===== src/rtl/lsfr_pkg.sv =====
// Shared BCD types, limits and the mod-60 field check used by the tick timer.
package lsfr_pkg;

  localparam logic [3:0] BCD_MAX_UNITS = 4'd9;
  localparam logic [3:0] BCD_MAX_TENS  = 4'd5;

  typedef logic [7:0] bcd8_t;

  typedef struct packed {
    bcd8_t min;
    bcd8_t sec;
  } snap_t;

  // A field is usable as minutes or seconds only if it is a legal 00..59 BCD pair.
  function automatic logic bcd_valid60(bcd8_t v);
    return (v[7:4] <= BCD_MAX_TENS) && (v[3:0] <= BCD_MAX_UNITS);
  endfunction

endpackage


===== src/rtl/lsfr_tick_timer_if.sv =====
// One-entry snapshot stream from the tick timer to the display/UART stage.
interface lsfr_tick_timer_if;
  logic        out_valid;
  logic        out_ready;
  logic [15:0] out_data;

  modport master (output out_valid, output out_data, input  out_ready);
  modport slave  (input  out_valid, input  out_data, output out_ready);
endinterface


===== src/rtl/bcd_mod60_counter.sv =====
// Two-digit BCD counter 00..59; carry is combinational so a cascaded stage
// advances in the same cycle the lower stage rolls over.
module bcd_mod60_counter
  import lsfr_pkg::*;
(
  input  logic  clk,
  input  logic  rst_n,
  input  logic  clr,
  input  logic  load,
  input  bcd8_t load_val,
  input  logic  inc,
  output bcd8_t value,
  output logic  carry
);

  assign carry = inc && (value[7:4] == BCD_MAX_TENS) && (value[3:0] == BCD_MAX_UNITS);

  always_ff @(posedge clk) begin
    if (!rst_n) begin
      value <= '0;
    end else if (clr) begin
      value <= '0;
    end else if (load) begin
      value <= load_val;
    end else if (inc) begin
      if (value[3:0] == BCD_MAX_UNITS) begin
        value[3:0] <= 4'd0;
        value[7:4] <= (value[7:4] == BCD_MAX_TENS) ? 4'd0 : value[7:4] + 4'd1;
      end else begin
        value[3:0] <= value[3:0] + 4'd1;
      end
    end
  end

endmodule


===== src/rtl/lsfr_tick_timer.sv =====
// Turns divider toggles into ticks, counts them as BCD mm:ss and publishes
// every timer change through a one-entry register that counts overwrites.
module lsfr_tick_timer
  import lsfr_pkg::*;
#(
  parameter bit EDGE_MODE = 1'b0,
  parameter int DROP_W    = 4
) (
  input  logic              clk,
  input  logic              rst_n,
  input  logic              div_in,
  input  logic              en,
  input  logic              clr,
  input  logic              load,
  input  bcd8_t             load_min,
  input  bcd8_t             load_sec,
  output logic              tick,
  output bcd8_t             sec_bcd,
  output bcd8_t             min_bcd,
  output logic              wrap,
  output logic              load_err,
  output logic [DROP_W-1:0] drop_cnt,
  lsfr_tick_timer_if.master out_if
);

  logic  prev, armed;
  logic  edge_det, load_ok, cnt_load, cnt_inc, publish, pub_q;
  logic  sec_carry, min_carry;
  snap_t snap;

  always_comb begin
    edge_det = armed & ((div_in & ~prev) | (EDGE_MODE & ~div_in & prev));
    load_ok  = bcd_valid60(load_min) & bcd_valid60(load_sec);
    cnt_load = ~clr & load & load_ok;
    // A rejected load still outranks the increment, so the timer holds.
    cnt_inc  = ~clr & ~load & en & edge_det;
    publish  = clr | cnt_load | cnt_inc;
  end

  bcd_mod60_counter u_sec (
    .clk      (clk),
    .rst_n    (rst_n),
    .clr      (clr),
    .load     (cnt_load),
    .load_val (load_sec),
    .inc      (cnt_inc),
    .value    (sec_bcd),
    .carry    (sec_carry)
  );

  bcd_mod60_counter u_min (
    .clk      (clk),
    .rst_n    (rst_n),
    .clr      (clr),
    .load     (cnt_load),
    .load_val (load_min),
    .inc      (sec_carry),
    .value    (min_bcd),
    .carry    (min_carry)
  );

  always_ff @(posedge clk) begin
    if (!rst_n) begin
      prev     <= 1'b0;
      armed    <= 1'b0;
      tick     <= 1'b0;
      wrap     <= 1'b0;
      load_err <= 1'b0;
      pub_q    <= 1'b0;
    end else begin
      prev     <= div_in;
      armed    <= 1'b1;
      tick     <= edge_det;
      wrap     <= min_carry;
      load_err <= ~clr & load & ~load_ok;
      pub_q    <= publish;
    end
  end

  // Snapshot is taken one cycle after the change, once the counters hold it.
  assign snap = '{min: min_bcd, sec: sec_bcd};

  always_ff @(posedge clk) begin
    if (!rst_n) begin
      out_if.out_valid <= 1'b0;
      out_if.out_data  <= '0;
      drop_cnt         <= '0;
    end else begin
      if (pub_q) begin
        out_if.out_data  <= snap;
        out_if.out_valid <= 1'b1;
        if (out_if.out_valid && !out_if.out_ready && (drop_cnt != '1))
          drop_cnt <= drop_cnt + 1'b1;
      end else if (out_if.out_valid && out_if.out_ready) begin
        out_if.out_valid <= 1'b0;
      end
      if (clr)
        drop_cnt <= '0;
    end
  end

endmodule


===== src/flat_wrapper.sv =====
// flat-port wrapper written by rule: the top's interface ports become plain ports
module lsfr_tick_timer_flat import lsfr_pkg::*;
#(
  parameter bit EDGE_MODE = 1'b0,
  parameter int DROP_W    = 4
)
  (clk, rst_n, div_in, en, clr, load, load_min, load_sec, tick, sec_bcd, min_bcd, wrap, load_err, drop_cnt, out_if_out_valid, out_if_out_data, out_if_out_ready);
  lsfr_tick_timer_if out_if_i ();
  input  logic clk;
  input  logic rst_n;
  input  logic div_in;
  input  logic en;
  input  logic clr;
  input  logic load;
  input  bcd8_t load_min;
  input  bcd8_t load_sec;
  output logic tick;
  output bcd8_t sec_bcd;
  output bcd8_t min_bcd;
  output logic wrap;
  output logic load_err;
  output logic [DROP_W-1:0] drop_cnt;
  output wire logic [$bits(out_if_i.out_valid)-1:0] out_if_out_valid;
  output wire logic [$bits(out_if_i.out_data)-1:0] out_if_out_data;
  input wire logic [$bits(out_if_i.out_ready)-1:0] out_if_out_ready;
  assign out_if_out_valid = out_if_i.out_valid;
  assign out_if_out_data = out_if_i.out_data;
  assign out_if_i.out_ready = out_if_out_ready;
  lsfr_tick_timer #(.EDGE_MODE(EDGE_MODE), .DROP_W(DROP_W)) u_core (.clk(clk), .rst_n(rst_n), .div_in(div_in), .en(en), .clr(clr), .load(load), .load_min(load_min), .load_sec(load_sec), .tick(tick), .sec_bcd(sec_bcd), .min_bcd(min_bcd), .wrap(wrap), .load_err(load_err), .drop_cnt(drop_cnt), .out_if(out_if_i));
endmodule

===== config.mk =====
export PLATFORM = sky130hd
export DESIGN_NAME = lsfr_tick_timer_flat
export DESIGN_NICKNAME = d
export VERILOG_FILES = /design/src/rtl/lsfr_pkg.sv /design/src/rtl/lsfr_tick_timer_if.sv /design/src/rtl/bcd_mod60_counter.sv /design/src/rtl/lsfr_tick_timer.sv /design/src/flat_wrapper.sv
export SDC_FILE = /design/constraint.sdc
export NUM_CORES = 1
export LEC_CHECK = 0
export ABC_CLOCK_PERIOD_IN_PS = 3620
export BUFFER_PORTS_ARGS = -buffer_cell sky130_fd_sc_hd__buf_2
export CAP_MARGIN = 40
export CORE_MARGIN = 2
export CORE_UTILIZATION = 51
export DETAILED_ROUTE_END_ITERATION = 10
export GPL_TIMING_DRIVEN = 0
export PLACE_DENSITY = 0.88
export SLEW_MARGIN = 0
export SYNTH_ARGS = -nofsm -noshare
export SYNTH_HDL_FRONTEND = slang
export SYNTH_HIERARCHICAL = 1
export SYNTH_SLANG_ARGS = --single-unit

===== constraint.sdc =====
create_clock -name clk -period 3.62 [get_ports clk]
set_clock_uncertainty 0.05 [all_clocks]
set_input_delay 0.362 -clock clk [delete_from_list [all_inputs] [get_ports clk]]
set_output_delay 0.362 -clock clk [all_outputs]
set_load 0.05 [all_outputs]

# After elaboration in Yosys (flattened, before gate mapping)

Cells that the tools add are included.

Shifts and indexed selects: 0
Divide/modulo/power cells: 0
Muxes and demuxes: 13
Multipliers: 0
Order comparisons: 4
Reduce and logical (&&, ||, !) cells: 19
Eq/ne operators: 5
Bitwise gates (word level): 16
$add $sub $neg: 5

Operator list:

| cell                                                 | number |
|---|---|
| two-way mux 8 bit                                    | 4 |
| two-way mux 4 bit                                    | 6 |
| adder 4 x 1 -> 4 bit (second input constant)         | 5 |
| nonzero test 2 bit                                   | 5 |
| bitwise AND 1 bit                                    | 9 |
| logical AND 1 bit                                    | 9 |
| == test 4 x 3 -> 1 bit (second input constant)       | 2 |
| == test 4 bit (second input constant)                | 2 |
| <= comparator 4 x 3 -> 1 bit (second input constant) | 2 |
| <= comparator 4 bit (second input constant)          | 2 |
| AND reduction 2 bit                                  | 3 |
| inverter 1 bit                                       | 5 |
| inequality test 4 bit (second input constant)        | 1 |
| two-way mux 1 bit                                    | 3 |
| bitwise OR 1 bit                                     | 2 |
| OR reduction 2 bit                                   | 1 |
| zero test 1 bit                                      | 1 |

ROM bits: 0
RAM bits: 0
Output and inout bits: 40
Memories kept: 0
Input port bits: 23
Flip-flop bits (word level): 43
Bits in latches: 0

# Logic depth before layout (Yosys ltp)

Depth after elaboration: 8
Depth in mapped cells: 9

# Modules after synthesis

The synthesis kept the hierarchy.

By module, submodules not included:

| module            | instances | area an instance (um^2) | seq. area each (um^2) | cells an instance |
|---|---|---|---|---|
| bcd_mod60_counter | 2         | 526.8                   | 160.2                 | 61 |
| lsfr_tick_timer   | 1         | 1029.7                  | 540.5                 | 101 |

# Worst setup path before layout

Ideal clock, no wire load.

Path type: input to register
From: input div_in
To: register u_core.u_min.value[6]
Buffers on the path: 0
Stages: 9
Path slack: 0.915 ns
Arrival time: 2.552 ns
Cells stage by stage: nand3b_1 -> nor3_1 -> nand2_2 -> nor3_4 -> nor4b_1 -> nand2_2 -> nor3_4 -> nand2_1 -> a2111oi_2

Longest elaborated chain between the ends: 7

Ends and longest elaborated chain:

| what                           | line                    | text |
|---|---|---|
| from (decl)                    | flat_wrapper.sv:11      | `input logic div_in;` |
| bitwise AND 1 bit (2 in a row) | lsfr_tick_timer.sv:32   | `edge_det = armed & ((div_in & ~prev) \| (EDGE_MODE & ~div_in & prev));` |
| bitwise AND 1 bit              | lsfr_tick_timer.sv:36   | `cnt_inc = ~clr & ~load & en & edge_det;` |
| net u_core.cnt_inc             | lsfr_tick_timer.sv:27   | `logic edge_det, load_ok, cnt_load, cnt_inc, publish, pub_q;` |
| logical AND 1 bit (2 in a row) | bcd_mod60_counter.sv:16 | `assign carry = inc && (value[7:4] == BCD_MAX_TENS) && (value[3:0] == BCD_MAX_UNITS);` |
| net u_core.sec_carry           | lsfr_tick_timer.sv:28   | `logic sec_carry, min_carry;` |
| nonzero test 2 bit (no line)   | -                       |  |
| AND reduction 2 bit (no line)  | -                       |  |
| to (signal assigned)           | bcd_mod60_counter.sv:24 | `value <= load_val;` |
| to (signal assigned)           | bcd_mod60_counter.sv:28 | `value[7:4] <= (value[7:4] == BCD_MAX_TENS) ? 4'd0 : value[7:4] + 4'd1;` |
| to (decl)                      | bcd_mod60_counter.sv:12 | `output bcd8_t value,` |

The timed path passes the listed nets, and every way through them passes these cells.
A chain may end at the register's enable or synchronous reset.

# Worst setup path in the final report

From: register u_core.prev
To: register u_core.wrap

Longest elaborated chain between the ends: 8

Ends and longest elaborated chain:

| what                           | line                    | text |
|---|---|---|
| from (decl)                    | lsfr_tick_timer.sv:26   | `logic prev, armed;` |
| from (signal assigned)         | lsfr_tick_timer.sv:71   | `prev <= div_in;` |
| inverter 1 bit                 | lsfr_tick_timer.sv:32   |  |
| bitwise AND 1 bit (2 in a row) | lsfr_tick_timer.sv:32   |  |
| bitwise AND 1 bit              | lsfr_tick_timer.sv:36   |  |
| net u_core.cnt_inc             | lsfr_tick_timer.sv:27   |  |
| logical AND 1 bit (2 in a row) | bcd_mod60_counter.sv:16 |  |
| net u_core.sec_carry           | lsfr_tick_timer.sv:28   |  |
| logical AND 1 bit (2 in a row) | bcd_mod60_counter.sv:16 |  |
| net u_core.min_carry           | lsfr_tick_timer.sv:28   |  |
| to (signal assigned)           | lsfr_tick_timer.sv:74   | `wrap <= min_carry;` |
| to (decl)                      | lsfr_tick_timer.sv:20   | `output logic wrap,` |

The timed path passes the listed nets, and every way through them passes these cells.

==> results.tsv <==
metric	value	unit
DRC Markers	0	
Post-DRT Antenna Nets	0	
Post-Syn Instances	223	
Total Wirelength	4.920	mm
maximum root-to-sink buffer count	2	
Post-CTS Setup Inserts	0	
CP Max Fanout	7	
area of the multi-input gates	1142	um2
WS Path Type	reg2reg	
Pins Over Slew Limit	0	
Sequential Area	860.8	um2
routed vias	1873	
Post-synth EDFFs	0	
fillcell total	341	
CP peak stage delay	720	ps
Synth Register Bits	43	
Switching Fraction	0.2421	
Req. time, crit path	3820	ps
total gr overflow	0	
Layout area overhead	23.24	%
Comb power frac	0.077	
Die H	67.91	um
hold-fix buffers at CTS	0	
vias in the first global route	1705	
Critical path buffers and inverters	0	
# setup viols final	0	
CP delay by family, top	simple AND/OR/NAND/NOR gates	
global-route wire length before repair	7.783	mm
CP Cell Sequence	nand3b_1 -> nor3_1 -> nand2_2 -> nor3_4 -> nor4b_1 -> nand2_2 -> nor3_4 -> nor4b_1 -> and2_1	
min cycle time layout	3343	ps
Final Net Count	317	
Top FF cell, synth	dfxtp_1	
Clock power frac	0.385	
initial antenna violation count	0	
crit end category	flip-flop	
H-tree Lvls	2	
detailed placement HPWL	3.562	mm
n_diodes	0	
IO Port Bufs	62	
Total GRT Usage	0.2281	
initial core utilization	0.5246	
Fmax	299.2	MHz
period utilisation layout	0.9234	
Reg power frac	0.538	
DR WL met2	2.304	mm
clock sinks	43	
setup_tns	0	ps
drt via density	5.445	
pre-CTS setup slack	258.3	ps
Slew @ Worst Pin	932.6	ps
DRT met1 WL	2.183	mm
Post-Synthesis Cell Area	2083	um2
core area	3971	um2
die area	4612	um2
largest net degree at the start of global routing	14	
1st-iter DRT viols	132	
Hold Path Class	in2reg	
root buffer cell	clkbuf_8	
Max VDD drop	0.0002135	V
Worst-path clk slew	80	ps
count of cell types in the netlist	46	
YS warnings	6	
Clk Latency, worst-skew pair	310	ps
NetSw	0.0002160	W
total power draw	0.0008922	W
share of cells above drive strength 1	0.3333	
sequential cell area fraction in the yosys report	0.4132	
met3 routed WL	278	um
Final Hold Vio Count	0	
GPL Wtd Cong	0.9013	
CTS tree	yes	
DRT Pass-1 Iters	4	
I/O pin cnt	63	
highest signal layer in the routed design	met4	
Rows	23	
post-CTS sizing	0	
Pwr per Cell Area	347.5	nW/um2
internal power	0.0006762	W
status	finished, final reports clean	
startpoint types	flip-flop	
RSZ-0062 raised after global routing	false	
highest-delay cell along the critical path	nor4b_1	
syn_area_per_cell	9.342	um2
WL/cell	14.30	um
final setup margin	277.2	ps
maxcap violations	0	
LEAKAGE	1.086	nW
CP arrival	3550	ps
Synthesized Nets	247	
TritonCTS buffer count	5	
Horiz. Die Dim	67.91	um
async set-reset flop share out of synthesis	0	
Worst slew margin	0.3769	
per-stage QoR:
step / hold slack (ps) / instances / utilization / area (um2)
CTS: 218.6 / 344 / 0.6465 / 2567
detailed placement: 427.8 / 336 / 0.6204 / 2464
global route: 225.6 / 344 / 0.6465 / 2567
floorplan: 339.7 / 223 / - / 2083
finish: 227.2 / 344 / 0.6465 / 2567
global placement: 417.9 / 335 / 0.6185 / 2456
state kept, by name (all words and copies together) (netlist names):
register,flops
u_core/armed,1
u_core/drop_cnt,4
u_core/load_err,1
u_core/out_if.out_data,16
u_core/out_if.out_valid,1
u_core/prev,1
u_core/pub_q,1
u_core/tick,1
u_core/u_min/value,8
u_core/u_sec/value,8
u_core/wrap,1
worst reg2reg max path: stages, from the launching register on:
cell and delay (ps):
dfxtp_1 310, nand3b_1 190, nor3_1 450, nand2_2 240, nor3_4 240, nor4b_1 720, nand2_2 280, nor3_4 270
nor4b_1 370, and2_1 180
layer usage:
layer  up-vias  GRT usage
met3        13    0.06414
li1        927          -
met1       874     0.2875
met4         0     0.1175
met5         -          0
met2        59     0.3554
layout make-up:
class | instances | share of cell area
plain buffers | 9 | 0.01949
clock buffers | 7 | 0.03752
clock inverters | 1 | 0.002924
inverters | 8 | 0.01170
multi-input cells | 163 | 0.4449
flip-flops and latches | 43 | 0.3353
well taps | 50 | 0.02437
repair buffers | 63 | 0.1238
synth_stat cells, types with 3 or more instances:
cell | number | area, um2
nand2b_1 | 4 | 25.02
buf_2 | 4 | 20.02
dfxtp_1 | 43 | 860.8
o21ai_0 | 8 | 40.04
a21oi_1 | 9 | 45.04
mux2i_1 | 18 | 180.2
nor2_1 | 36 | 135.1
a211oi_2 | 4 | 50.05
nor2b_1 | 4 | 25.02
nand3_1 | 5 | 25.02
nand2_1 | 11 | 41.29
nor3_1 | 9 | 45.04
nor3b_1 | 3 | 22.52
xor2_1 | 4 | 35.03
xnor2_1 | 4 | 35.03
a211oi_1 | 7 | 52.55
inv_1 | 5 | 18.77
placed cells by master (no fill, tap or decap), types with 3 or more instances in the layout:
master    count
mux2i_1      18
nand2b_1      4
o21ai_0       8
a211oi_1      7
nor2_1       36
inv_1         5
nor3b_1       3
a21oi_1       9
buf_2        66
nand2_1      11
xnor2_1       4
a211oi_2      4
nand3_1       5
nor3_1        9
dfxtp_1      43
nor2b_1       4
clkbuf_8      7
xor2_1        4
path summary, 6_finish.rpt:
check                                 start                        end  slack, ps  depth (start not counted)
setup reg to reg                u_core/prev                u_core/wrap        280                          9
setup / recovery                u_core/prev                u_core/wrap        280                          9
hold / removal                       div_in                u_core/prev        230                          2
hold reg to reg   u_core/out_if.out_data[4]  u_core/out_if.out_data[4]        440                          2
cell families (layout without fill, tap and decap cells):
group	after synthesis	after routing	synth area share
adders and majority gates	1	1	0.006005
AOI/OAI and AO/OA	39	39	0.1423
buffers and inverters	17	88	0.03844
DFF	43	43	0.4132
muxes	18	18	0.08649
and+or+nand+nor	97	97	0.2799
xor gates and xnor gates	8	8	0.03363
power by group through the flow:
stage                     clock network [W]  registers, W   logic, W
final                              0.000343      0.000480  0.0000684
after global routing               0.000369      0.000481  0.0000733
after CTS                          0.000348      0.000480  0.0000684
after detailed placement                  0      0.000492  0.0000682
after global placement                    0      0.000491  0.0000668
after floorplan                           0      0.000500  0.0000311
Power figures use the tool's default switching activity.
